==> src/rtl/ascon_pack.sv <==
// Shared ASCON types and constants: 320-bit state as five 64-bit words (index 0 = x0),
// round bounds and the permutation FSM encoding.
package ascon_pack;
  typedef logic [4:0][63:0] type_state;

  localparam logic [3:0] ROUND_LAST = 4'hB;
  localparam logic [3:0] P6_FIRST   = 4'h6;

  typedef enum logic [1:0] {IDLE, RUN, DONE} type_fsm;

  function automatic logic [63:0] rotr(input logic [63:0] x, input int unsigned n);
    return (x >> n) | (x << (64 - n));
  endfunction
endpackage

==> src/rtl/ascon_layers.sv <==
// ASCON round layers (pc, ps, pl), purely combinational.
// Zero latency, no flow control.
module constant_addition
  import ascon_pack::*;
(
  input  type_state  state_i,
  input  logic [3:0] round_i,
  output type_state  state_o
);
  // {~r, r} equals 8'hF0 - r*8'h0F for every 4-bit r.
  always_comb begin
    state_o    = state_i;
    state_o[2] = state_i[2] ^ {56'h0, ~round_i, round_i};
  end
endmodule

module substitution_layer
  import ascon_pack::*;
(
  input  type_state state_i,
  output type_state state_o
);
  logic [63:0] a0, a1, a2, a3, a4;
  logic [63:0] b0, b1, b2, b3, b4;

  // Bitsliced 5-bit S-box applied to all 64 columns at once.
  assign a0 = state_i[0] ^ state_i[4];
  assign a1 = state_i[1];
  assign a2 = state_i[2] ^ state_i[1];
  assign a3 = state_i[3];
  assign a4 = state_i[4] ^ state_i[3];

  assign b0 = a0 ^ (~a1 & a2);
  assign b1 = a1 ^ (~a2 & a3);
  assign b2 = a2 ^ (~a3 & a4);
  assign b3 = a3 ^ (~a4 & a0);
  assign b4 = a4 ^ (~a0 & a1);

  assign state_o[0] = b0 ^ b4;
  assign state_o[1] = b1 ^ b0;
  assign state_o[2] = ~b2;
  assign state_o[3] = b3 ^ b2;
  assign state_o[4] = b4;
endmodule

module diffusion_layer
  import ascon_pack::*;
(
  input  type_state state_i,
  output type_state state_o
);
  assign state_o[0] = state_i[0] ^ rotr(state_i[0], 19) ^ rotr(state_i[0], 28);
  assign state_o[1] = state_i[1] ^ rotr(state_i[1], 61) ^ rotr(state_i[1], 39);
  assign state_o[2] = state_i[2] ^ rotr(state_i[2], 1)  ^ rotr(state_i[2], 6);
  assign state_o[3] = state_i[3] ^ rotr(state_i[3], 10) ^ rotr(state_i[3], 17);
  assign state_o[4] = state_i[4] ^ rotr(state_i[4], 7)  ^ rotr(state_i[4], 41);
endmodule

==> src/rtl/permutation_iter_round_comb.sv <==
// One full ASCON round: pc -> ps -> pl chained combinationally.
// Zero latency, no flow control.
module round_comb
  import ascon_pack::*;
(
  input  type_state  state_i,
  input  logic [3:0] round_i,
  output type_state  state_o
);
  type_state pc_out;
  type_state ps_out;

  constant_addition u_pc (
    .state_i (state_i),
    .round_i (round_i),
    .state_o (pc_out)
  );

  substitution_layer u_ps (
    .state_i (pc_out),
    .state_o (ps_out)
  );

  diffusion_layer u_pl (
    .state_i (ps_out),
    .state_o (state_o)
  );
endmodule

==> src/rtl/permutation_iter.sv <==
// Iterative ASCON p12/p6 engine: one round per cycle, done pulses N cycles after the load edge.
// start_i is only honoured in IDLE or DONE; requests during RUN are dropped.
module permutation_iter
  import ascon_pack::*;
(
  input  logic       clock_i,
  input  logic       resetb_i,
  input  logic       start_i,
  input  logic       mode_i,
  input  type_state  state_i,
  output type_state  state_o,
  output logic [3:0] round_o,
  output logic       busy_o,
  output logic       done_o
);
  type_fsm    fsm;
  type_state  state_reg;
  type_state  state_nxt;
  logic [3:0] cnt;

  round_comb u_round (
    .state_i (state_reg),
    .round_i (cnt),
    .state_o (state_nxt)
  );

  assign state_o = state_reg;
  assign round_o = cnt;
  assign busy_o  = (fsm == RUN);
  assign done_o  = (fsm == DONE);

  always_ff @(posedge clock_i or negedge resetb_i) begin
    if (!resetb_i) begin
      fsm       <= IDLE;
      state_reg <= '0;
      cnt       <= 4'h0;
    end else begin
      case (fsm)
        IDLE, DONE: begin
          if (start_i) begin
            state_reg <= state_i;
            cnt       <= mode_i ? P6_FIRST : 4'h0;
            fsm       <= RUN;
          end else begin
            fsm <= IDLE;
          end
        end
        RUN: begin
          state_reg <= state_nxt;
          // Counter parks on the last round so round_o stays meaningful in DONE.
          if (cnt == ROUND_LAST) fsm <= DONE;
          else                   cnt <= cnt + 4'h1;
        end
        default: fsm <= IDLE;
      endcase
    end
  end
endmodule

==> config.mk <==
export PLATFORM = sky130hd
export DESIGN_NAME = permutation_iter
export DESIGN_NICKNAME = d
export VERILOG_FILES = /design/src/rtl/ascon_pack.sv /design/src/rtl/ascon_layers.sv /design/src/rtl/permutation_iter_round_comb.sv /design/src/rtl/permutation_iter.sv
export SDC_FILE = /design/constraint.sdc
export NUM_CORES = 2
export LEC_CHECK = 0
export BUFFER_PORTS_ARGS = -buffer_cell sky130_fd_sc_hd__buf_2
export CAP_MARGIN = 20
export CORE_AREA = 2 2 265 267
export CTS_BUF_LIST = sky130_fd_sc_hd__clkbuf_4
export DETAILED_ROUTE_END_ITERATION = 6
export DIE_AREA = 0 0 267 269
export PLACE_DENSITY = 0.67
export RECOVER_POWER = 25
export SYNTH_ARGS = -nofsm -noshare
export SYNTH_HDL_FRONTEND = slang
export SYNTH_SLANG_ARGS = --single-unit
==> constraint.sdc <==
create_clock -name clock_i -period 3.33 [get_ports clock_i]
set_input_delay 0.666 -clock clock_i [delete_from_list [all_inputs] [get_ports clock_i]]
set_output_delay 0.666 -clock clock_i [all_outputs]
set_load 0.05 [all_outputs]
==> key figures <==
Timing
  – RSZ-0062 raised after global routing: false
  – Final period utilization: 92.39%
  – TNS Setup: 0 ns
  – Fin crit period: 3.077 ns
  – Hold Vio Cnt, Final: 0
  – FMAX: 325.0 MHz
  – Slew Limit Fails: 25
  – Worst-Margin Slew: 1.924 ns
  – Max-slew headroom: -28.29%
  – Worst Skew: 0.06476 ns
  – Final setup vio count: 0

Clock network
  – Post-cts repair resize count: 0
  – Clock Tree Root: clkbuf_4
  – Clock-pin slew on the worst setup and hold paths: 0.07 ns
  – Worst-Skew Late Latency: 0.95 ns
  – TritonCTS clock tree: done
  – Clk buf depth: 3
  – CTS H-tree depth: 3
  – Sink Count: 326
  – Inserted Clock Buffers: 98

Place
  – Placed Cells: 4,684
  – Area post-placement: 35,890 sq um
  – IO Port Bufs: 649
  – DP HPWL: 123,700 um
  – GP Congestion: 1.078

Synthesis
  – Area contributors post-synth: dfrtp_1 27%, xnor3_1 18%, xnor2_1 8.3%
  – Synth top area share: 26.53%
  – Most common library cells after synthesis: 355 x nor2_1, 334 x nand2_1, 326 x dfrtp_1
  – Post-synthesis xor/xnor area fraction: 40.59%
  – Main combinational cell family by area after synthesis: XOR/XNOR gates
  – Seq cells post-synth: 326
  – Syn_area_per_cell: 9.930 sq um
  – Area leader, netlist: dfrtp_1
  – Most common cell in the netlist: nor2_1
  – Synth async-reset ratio: 100.0%
  – Post-synthesis mux area share: 0.4231%
  – Mapped Nets: 3,550
  – Post-synthesis cell type count: 36
  – Adder-Cell Fraction of Synth Area: 7.408%
  – Syn Std Cell Area: 30,750 sq um
  – Seq/Total Area, Yosys: 26.53%
  – Synth Area in Simple Gates: 9.703%
  – Post-Synthesis Cells: 3,097
  – Complex-gate fraction of the synthesized area: 11.28%
  – EDFF count, synth: 0
  – Ys Warns: 0
  – Predominant post-synthesis flop cell: dfrtp_1

Job
  – Total of max-cap violations: 1

Layout
  – Area growth syn-to-layout: 23.51%
  – Layout net count: 4,383
  – Post-route cell area: 37,980 sq um
  – Final Non-Filler Cells: 4,952
  – Layout cells sized above 1: 27.66%

Detailed routing
  – Routed wire per std cell: 30.39 um
  – Drt first pass iters: 6
  – DR vias: 28,200
  – DR vias/cell: 5.695
  – Routed Antenna Nets: 0
  – DR iter-0 viols: 3,451
  – DRC: 0
  – Wirelength, routed: 150,500 um

Setup path
  – CP startpoint kind: flop
  – Max incr delay on CP: 0.80 ns
  – Worst Path Max Fanout: 4
  – Worst Path Buf+Inv: 1
  – Worst path slowest cell: xnor2_1
  – Req. time, crit path: 4.11 ns
  – Crit-path cells: inv_1 > ha_1 > xnor2_1 > xnor2_1 > xnor3_1 > a21o_1
  – Reg2reg start: state_o[113]
  – Worst EP arrival: 3.86 ns
  – Worst Reg2Reg Path Length in Cells: 6
  – Setup CP Type: flop to flop
  – Top Family by Delay on Critical Path: XOR/XNOR gates
  – Crit. End Element: flop
  – Crit path top cell by count: xnor2_1
  – Reg2reg end: state_o[224]
  – Setup slack, reg-to-reg: 0.25 ns

GRT
  – Grt ovf: 0
  – Vias in the first global route: 26,320
  – Overall Global Routing Usage: 41.13%
  – Global-route wire length before repair: 203,000 um
  – Largest net degree at the start of global routing: 115
  – Initial antenna violation count: 12

Die
  – Row cnt: 97
  – Starting Density: 44.38%
  – Die width: 267 um
  – Io pins: 650
  – Die Height: 269 um
  – Core area: 69,300 sq um
  – Full die area: 71,820 sq um

Hold path
  – Hold Path Class: input port to flop
  – Hold endpoint: state_o[67]
  – Hold_sp: state_i[67]
  – Worst Hold Path Cells: 3

Run status
  – Status: finished with violations
  – Failing checks: capacitance limit, slew limit
registers in the layout, summed over array words and instances, names as in the netlist:
register	cells
round_o	4
state_o	320
fsm	2
worst max path at each step:
stage | from | endpoint | slack, ns | depth (start not counted)
detailed placement | state_o[113] | state_o[224] | 0.39 | 6
global placement | state_o[113] | state_o[224] | 0.41 | 6
finish | state_o[113] | state_o[224] | 0.25 | 6
global route | fsm[0] | busy_o | 0.24 | 3
CTS | fsm[0] | busy_o | 0.29 | 3
floorplan | state_o[102] | state_o[213] | 0.79 | 6
final cells by class:
cell class	instances	area [sq um]
Antenna cell	6	15.01
Sequential cell	326	8158
Clock inverter	27	111.4
Inverter	192	728.2
Fill cell	6407	31320
Tap cell	940	1176
Clock buffer	149	1119
Multi-Input combinational cell	2440	21370
Timing Repair Buffer	872	5308
worst register-to-register path, cell delays in order, from the launching register on:
cell and delay [ns]:
dfrtp_1 0.44, inv_1 0.11, ha_1 0.31, xnor2_1 0.80, xnor2_1 0.51, xnor3_1 0.55, a21o_1 0.19
what timing repair did:
item                                   CTS  global route
hold buffers                            86             0
endpoints found under the hold margin  231             0
buffers inserted                         0             0
cells in the final DEF, fill, tap and decap left out, types with 2 or more instances in the layout:
master,n
buf_2,648
nor2_1,354
nand2_1,334
dfrtp_1,326
xnor2_1,292
xnor3_1,252
a21oi_1,232
xor2_1,220
inv_1,191
clkbuf_4,149
a211oi_1,144
xnor2_2,129
ha_1,129
buf_4,122
dlygate4sd3_1,86
o21ai_0,70
a31oi_1,63
and3_1,52
maj3_1,36
maj3_2,27
a22oi_1,26
a21o_1,22
clkinv_1,21
o21ai_1,15
buf_12,14
mux2i_1,13
xor2_2,8
diode_2,6
xor3_1,4
nor3_1,4
a221o_1,4
nand2b_4,2
clkinvlp_4,2
clkinv_2,2
inv_2,2
clkbuf_1,2
stage by stage:
step / setup slack, ns / hold WS (ns) / utilization [%]
4_1_cts: 0.2866 / 0.0002464 / 54.81
2_1_floorplan: 0.7858 / 0.3704 / -
3_3_place_gp: 0.4103 / 0.5494 / 51.79
3_5_place_dp: 0.3913 / 0.5478 / 51.79
5_1_grt: 0.2426 / 0.007968 / 54.80
6_report: 0.2534 / 0.02849 / 54.81
layer usage:
metal	track usage (%)	wire length, um
met4	22.55	9525
met3	11.75	16720
met5	0	92
met2	64.15	67440
met1	51.64	56720
cell families after synthesis:
family	after synthesis
AOI/OAI and AO/OA	577
xor gates and xnor gates	905
and+or+nand+nor	753
buffers and inverters	331
DFF	326
muxes	13
adders and majority gates	192
Power is left out: the tool's default activity adds up to more than one toggle a clock period on the data nets, which glitch-free logic cannot reach.
